<file path="src/rtl/instr_encoder.sv">
// ---------------------------------------------------------------------------
// instr_encoder
// Streaming RV32I instruction encoder. Decoded fields (kind, register indices,
// funct3/funct7, 32-bit immediate) are packed into a 32-bit instruction word
// and presented through a one-entry registered output stage with a
// valid/ready handshake. Each word carries the instruction-memory word
// address it belongs to. An error flag marks words whose kind is invalid or
// whose immediate does not fit the instruction format.
//
// Ports:
//   clk, rst       system clock, asynchronous active-high reset
//   clear          sync: addr <= start_addr, count/err_sticky <= 0, drop word
//   start_addr     address loaded by clear
//   in_valid/in_ready, in_kind, in_rd, in_rs1, in_rs2, in_funct3,
//   in_funct7, in_imm            input field stream
//   out_valid/out_ready, out_instr, out_addr, out_err   encoded word stream
//   err_sticky     OR of out_err over all handed-off words since reset/clear
//   count          number of handed-off words, saturating at 0xFFFF
// ---------------------------------------------------------------------------
module instr_encoder #(
    parameter int ADDR_W = 10
) (
    input  logic              clk,
    input  logic              rst,
    input  logic              clear,
    input  logic [ADDR_W-1:0] start_addr,
    input  logic              in_valid,
    output logic              in_ready,
    input  logic [3:0]        in_kind,
    input  logic [4:0]        in_rd,
    input  logic [4:0]        in_rs1,
    input  logic [4:0]        in_rs2,
    input  logic [2:0]        in_funct3,
    input  logic [6:0]        in_funct7,
    input  logic [31:0]       in_imm,
    output logic              out_valid,
    input  logic              out_ready,
    output logic [31:0]       out_instr,
    output logic [ADDR_W-1:0] out_addr,
    output logic              out_err,
    output logic              err_sticky,
    output logic [15:0]       count
);

    localparam logic [3:0] K_LUI    = 4'd0;
    localparam logic [3:0] K_AUIPC  = 4'd1;
    localparam logic [3:0] K_JAL    = 4'd2;
    localparam logic [3:0] K_JALR   = 4'd3;
    localparam logic [3:0] K_BRANCH = 4'd4;
    localparam logic [3:0] K_LOAD   = 4'd5;
    localparam logic [3:0] K_STORE  = 4'd6;
    localparam logic [3:0] K_ALUI   = 4'd7;
    localparam logic [3:0] K_ALUR   = 4'd8;

    // 12-bit signed immediate range shared by I and S formats
    function automatic logic imm12_bad(input logic signed [31:0] imm);
        return (imm < -32'sd2048) || (imm > 32'sd2047);
    endfunction

    // Saturating word counter increment
    function automatic logic [15:0] sat_inc(input logic [15:0] v);
        return (v == 16'hFFFF) ? v : v + 16'd1;
    endfunction

    // Returns {err, instr}. The word is always built from the truncated
    // immediate bits; err only flags that the value did not fit.
    function automatic logic [32:0] encode(
        input logic [3:0]         kind,
        input logic [4:0]         rd,
        input logic [4:0]         rs1,
        input logic [4:0]         rs2,
        input logic [2:0]         f3,
        input logic [6:0]         f7,
        input logic signed [31:0] imm
    );
        logic [31:0] w;
        logic        err;
        logic        is_shift;
        w        = 32'd0;
        err      = 1'b0;
        is_shift = (f3 == 3'b001) || (f3 == 3'b101);
        case (kind)
            K_LUI: begin
                w   = {imm[31:12], rd, 7'b0110111};
                err = (imm[11:0] != 12'd0);
            end
            K_AUIPC: begin
                w   = {imm[31:12], rd, 7'b0010111};
                err = (imm[11:0] != 12'd0);
            end
            K_JAL: begin
                w   = {imm[20], imm[10:1], imm[11], imm[19:12], rd, 7'b1101111};
                err = (imm < -32'sd1048576) || (imm > 32'sd1048574) || imm[0];
            end
            K_JALR: begin
                w   = {imm[11:0], rs1, f3, rd, 7'b1100111};
                err = imm12_bad(imm);
            end
            K_BRANCH: begin
                w   = {imm[12], imm[10:5], rs2, rs1, f3, imm[4:1], imm[11], 7'b1100011};
                err = (imm < -32'sd4096) || (imm > 32'sd4094) || imm[0];
            end
            K_LOAD: begin
                w   = {imm[11:0], rs1, f3, rd, 7'b0000011};
                err = imm12_bad(imm);
            end
            K_STORE: begin
                w   = {imm[11:5], rs2, rs1, f3, imm[4:0], 7'b0100011};
                err = imm12_bad(imm);
            end
            K_ALUI: begin
                if (is_shift) begin
                    // shamt lives in the rs2 slot, funct7 selects SRLI/SRAI
                    w   = {f7, imm[4:0], rs1, f3, rd, 7'b0010011};
                    err = (imm < 32'sd0) || (imm > 32'sd31);
                end else begin
                    w   = {imm[11:0], rs1, f3, rd, 7'b0010011};
                    err = imm12_bad(imm);
                end
            end
            K_ALUR: begin
                w = {f7, rs2, rs1, f3, rd, 7'b0110011};
            end
            default: begin
                w   = 32'd0;
                err = 1'b1;
            end
        endcase
        return {err, w};
    endfunction

    logic              vld_p0;
    logic [31:0]       instr_p0;
    logic [ADDR_W-1:0] addr_p0;
    logic              err_p0;
    logic [ADDR_W-1:0] addr_q;
    logic              accept;
    logic              handoff;
    logic [ADDR_W-1:0] addr_inc;
    logic [32:0]       enc;

    assign in_ready = !vld_p0 || out_ready;
    assign accept   = in_valid && in_ready;
    assign handoff  = vld_p0 && out_ready;
    assign addr_inc = addr_q + ADDR_W'(1);
    assign enc      = encode(in_kind, in_rd, in_rs1, in_rs2, in_funct3, in_funct7, in_imm);

    // Stage p0: encoded word register plus address/count bookkeeping
    always_ff @(posedge clk or posedge rst) begin
        if (rst) begin
            vld_p0     <= 1'b0;
            instr_p0   <= 32'd0;
            addr_p0    <= '0;
            err_p0     <= 1'b0;
            addr_q     <= '0;
            count      <= 16'd0;
            err_sticky <= 1'b0;
        end else if (clear) begin
            vld_p0     <= 1'b0;
            addr_q     <= start_addr;
            count      <= 16'd0;
            err_sticky <= 1'b0;
        end else begin
            if (handoff) begin
                addr_q <= addr_inc;
                count  <= sat_inc(count);
                if (err_p0) begin
                    err_sticky <= 1'b1;
                end
            end
            if (accept) begin
                vld_p0   <= 1'b1;
                instr_p0 <= enc[31:0];
                err_p0   <= enc[32];
                // A word loaded while the previous one hands off belongs
                // to the next address.
                addr_p0  <= handoff ? addr_inc : addr_q;
            end else if (handoff) begin
                vld_p0 <= 1'b0;
            end
        end
    end

    assign out_valid = vld_p0;
    assign out_instr = instr_p0;
    assign out_addr  = addr_p0;
    assign out_err   = err_p0;

endmodule

</file>
<file path="config.mk">
export PLATFORM = sky130hd
export DESIGN_NAME = instr_encoder
export DESIGN_NICKNAME = d
export VERILOG_FILES = /design/src/rtl/instr_encoder.sv
export SDC_FILE = /design/constraint.sdc
export NUM_CORES = 1
export LEC_CHECK = 0
export BUFFER_PORTS_ARGS = -buffer_cell sky130_fd_sc_hd__buf_2
export CAP_MARGIN = 10
export CORE_ASPECT_RATIO = 0.9
export CORE_UTILIZATION = 25
export CTS_BUF_LIST = sky130_fd_sc_hd__clkbuf_2
export DETAILED_ROUTE_END_ITERATION = 8
export GPL_ROUTABILITY_DRIVEN = 0
export PLACE_DENSITY = 0.5
export SYNTH_ARGS = -nofsm -noshare
export SYNTH_HDL_FRONTEND = slang
export SYNTH_SLANG_ARGS = --single-unit
</file>
<file path="constraint.sdc">
create_clock -name clk -period 2.6 [get_ports clk]
set_clock_uncertainty 0.15 [all_clocks]
set_input_delay 0.52 -clock clk [delete_from_list [all_inputs] [get_ports clk]]
set_output_delay 0.52 -clock clk [all_outputs]
set_load 0.005 [all_outputs]
</file>
==> qor.csv <==
stage;metric;value;unit
clocking;clk_transition_reported_paths;0.17;ns
detailed_routing;total_routed_wirelength;11.6;mm
global_route;grt_start_max_net_pins;71;
die;die-width;132;µm
synth;number_of_synthesis_warnings;0;
detailed_routing;drc_errors;0;
die;die_y;119;µm
clocking;clock_sink_count;70;
flow_run;max_cap_violations;0;
clocking;root_buffer;sky130_fd_sc_hd__clkbuf_2;
sta;maxSlewHeadroom;0.615;
setup_path;worstSetupPathType;reg -> reg;
synth;synth_ff_type;sky130_fd_sc_hd__dfrtp_1;
sta;finalWorstPathRequiredPeriod;2.18;ns
sta;finalMaxSlewViolations;0;
status;status;finished clean;
clocking;cts_setup_buffers;0;
sta;tightest_slew;0.578;ns
clocking;max-clock-path-buffers;2;
cells_and_area;area.sequential;1750;µm²
global_route;grt_antenna_before_repair;0;
placed_design;place.detailed.hpwl;8.59;mm
detailed_routing;via_count;3517;
pwr;total_leakage_power;2.23;nW
setup_path;worst_setup_path_end_kind;flip-flop;
cells_and_area;n_antenna_cell;0;
worst_hold_path;min-delay-path-class;in -> reg;
die;rows;42;
clocking;tritoncts;built;
sta;max_clock_freq;459;MHz
cells_and_area;layout.nets;615;
sta;fin_crit_sh;0.838;
clocking;cts_inserted_buffers;9;
pwr;power_per_cell_area;475;nW/µm²
cells_and_area;drive_above_1_share;0.356;
synth;syn_avg_cell_area;9.72;µm²
cells_and_area;multi_input_combinational_cell_area;1930;µm²
synth;synth-edff-count;0;
setup_path;startpoint_class;flip-flop;
synth;syn_inst;391;
setup_path;worst_ep_arrival_time;2.45;ns
synth;asyncSetResetFlopFracSynth;1.00;
setup_path;critical_path.max_fanout;10;
global_route;grt.total_usage;0.154;
setup_path;max_stage_delay;0.50;ns
setup_path;data_required_critical_path;2.87;ns
cells_and_area;most-common-layout-cells;137 x sky130_fd_sc_hd__buf_2, 70 x sky130_fd_sc_hd__dfrtp_1, 49 x sky130_fd_sc_hd__nand2_1, 33 x sky130_fd_sc_hd__nor2_1;
cells_and_area;area_growth;29.5;%
die;initial_core_util;0.257;
detailed_routing;viasPerCell;4.75;
global_route;grt_pass1_vias;3582;
sta;finalHoldViolations;0;
setup_path;cpMaxStageDelayCell;sky130_fd_sc_hd__nor4_4;
global_route;grt_pass1_wl;18.9;mm
placed_design;io_buffers;137;
die;floorplan.core_area;14800;µm²
cells_and_area;layout_commonest_cell;sky130_fd_sc_hd__buf_2;
sta;finalSetupViolCount;0;
setup_path;path_cells;ha_1 -> nand4_1 -> nor4_4 -> buf_4 -> nor4_1 -> xnor2_1 -> nor2_1;
die;dieArea;15700;µm²
cells_and_area;final.fill_count;1571;
pwr;vdd_ir_drop_max;192;µV
clocking;worstSkewPairLatency;0.54;ns
clocking;cts.htree.levels;3;
sta;timing.setup.tns;0;ns
detailed_routing;avgRoutedWirePerCell;15.7;µm
detailed_routing;route.antenna.remaining_nets;0;
synth;synth-seq-cells;70;
die;io_pins;138;
synth;synth_seq_area_share;0.461;
pwr;power;2.33;mW
synth;synth.lib_cells_used.distinct;52;
detailed_routing;drt-initial-drc-count;196;
detailed_routing;drtPass1Iterations;4;
synth;synth.cell_area;3800;µm²
global_route;grt_remaining_overflow;0;
sta;rsz0062_at_grt;no;
synth;synth_fp_nets;469;
-- synth_stat cells (2+ instances only) --
cell / n / share of area
sky130_fd_sc_hd__and4_1: 2 / 0.0046
sky130_fd_sc_hd__xor2_1: 2 / 0.0046
sky130_fd_sc_hd__or4_1: 4 / 0.0079
sky130_fd_sc_hd__o21ai_1: 10 / 0.013
sky130_fd_sc_hd__nand2b_1: 2 / 0.0033
sky130_fd_sc_hd__o21ai_0: 21 / 0.028
sky130_fd_sc_hd__o21a_1: 3 / 0.0059
sky130_fd_sc_hd__clkbuf_1: 13 / 0.013
sky130_fd_sc_hd__nor2_1: 33 / 0.033
sky130_fd_sc_hd__mux2i_1: 13 / 0.034
sky130_fd_sc_hd__nor4_1: 10 / 0.016
sky130_fd_sc_hd__nor2b_1: 7 / 0.012
sky130_fd_sc_hd__nor3b_1: 3 / 0.0059
sky130_fd_sc_hd__o31ai_1: 3 / 0.0059
sky130_fd_sc_hd__buf_2: 6 / 0.0079
sky130_fd_sc_hd__nor3_1: 6 / 0.0079
sky130_fd_sc_hd__a222oi_1: 6 / 0.016
sky130_fd_sc_hd__nor3_2: 3 / 0.0079
sky130_fd_sc_hd__nand2_1: 49 / 0.048
sky130_fd_sc_hd__a31oi_1: 4 / 0.0066
sky130_fd_sc_hd__a2bb2oi_1: 2 / 0.0046
sky130_fd_sc_hd__inv_1: 6 / 0.0059
sky130_fd_sc_hd__mux2_2: 21 / 0.062
sky130_fd_sc_hd__dfrtp_1: 70 / 0.46
sky130_fd_sc_hd__or3_1: 2 / 0.0033
sky130_fd_sc_hd__nand4_1: 15 / 0.025
sky130_fd_sc_hd__xnor2_1: 19 / 0.044
sky130_fd_sc_hd__a22oi_1: 6 / 0.012
sky130_fd_sc_hd__ha_1: 2 / 0.0066
sky130_fd_sc_hd__nor4b_1: 3 / 0.0069
sky130_fd_sc_hd__nand3b_1: 2 / 0.0040
sky130_fd_sc_hd__a21oi_1: 13 / 0.017
sky130_fd_sc_hd__o211ai_1: 2 / 0.0040
sky130_fd_sc_hd__buf_4: 2 / 0.0040
sky130_fd_sc_hd__nand3_1: 9 / 0.012
-- area by class of cell --
type	count	area share
clock buffer	11	0.0112
clock inverter	5	0.00534
inverter	6	0.00458
multi-input combinational	293	0.392
sequential	70	0.356
tap	198	0.0504
timing repair buffer	157	0.181
-- layer usage --
metal	global-route usage	up-vias	routed length [µm]
met3	0.0430	12	738
met5	0	-	0
met2	0.252	130	5300
met4	0.0501	0	168
met1	0.196	1659	5380
li1	-	1716	-
-- worst max-delay path, delay by kind of cell, from the launching register on --
kind / cells / cell delay (ns)
xor+xnor: 1 / 0.15
fa+ha+maj: 1 / 0.22
buf+inv: 1 / 0.26
flops: 1 / 0.46
simple gates: 4 / 0.85
-- report_power, final --
| group | switching, mW | internal, mW |
|---|---|---|
| Combinational | 0.274 | 0.261 |
| Sequential | 0.0751 | 1.21 |
| Clock | 0.392 | 0.126 |
| Total | 0.740 | 1.59 |
-- kinds of logic (layout without fill, tap and decap cells) --
group,count (synthesis),count (layout),share of synthesized area
and+or+nand+nor,160,160,0.228
AOI/OAI and AO/OA,76,76,0.128
DFF,70,70,0.461
muxes,34,34,0.0965
buffers and inverters,28,179,0.0316
xor gates and xnor gates,21,21,0.0484
adders and majority gates,2,2,0.00659
-- timing repair --
action / CTS / global route
hold buffers: 10 / 1
resized for setup: 0 / 0
setup endpoints to repair: 0 / 0
endpoints found under the hold margin: 79 / 1
-- flip-flops by register name (all words and copies together) (netlist names) --
register,cells
out_instr,31
count,16
addr_q,10
out_addr,10
err_sticky,1
out_err,1
out_valid,1
-- path summary, 6_finish.rpt --
check | endpoint | start | cells past startpoint | slack (ns)
min | addr_q[8]$_DFF_PP0_ | start_addr[8] | 2 | 0.08
min reg2reg | out_instr[4]$_DFFE_PP0P_ | out_instr[4]$_DFFE_PP0P_ | 2 | 0.35
max in group asynchronous | out_instr[8]$_DFFE_PP0P_ | rst | 4 | 1.49
max reg2reg | count[7]$_DFFE_PP0P_ | count[0]$_DFFE_PP0P_ | 7 | 0.42
min in group asynchronous | count[9]$_DFFE_PP0P_ | rst | 4 | 0.40
max | count[7]$_DFFE_PP0P_ | count[0]$_DFFE_PP0P_ | 7 | 0.42
-- through the flow --
step            util  cell area (µm²)  instances  setup slack (ns)  hold slack [ns]
2_1_floorplan      -             3800        391             0.162            0.323
3_3_place_gp   0.320             4730        713             0.401            0.313
3_5_place_dp   0.320             4730        713             0.313            0.318
4_1_cts        0.332             4910        739             0.434          0.00116
5_1_grt        0.333             4920        740             0.300          0.00606
6_report       0.333             4920        740             0.422           0.0799
Power figures use the tool's default switching activity.
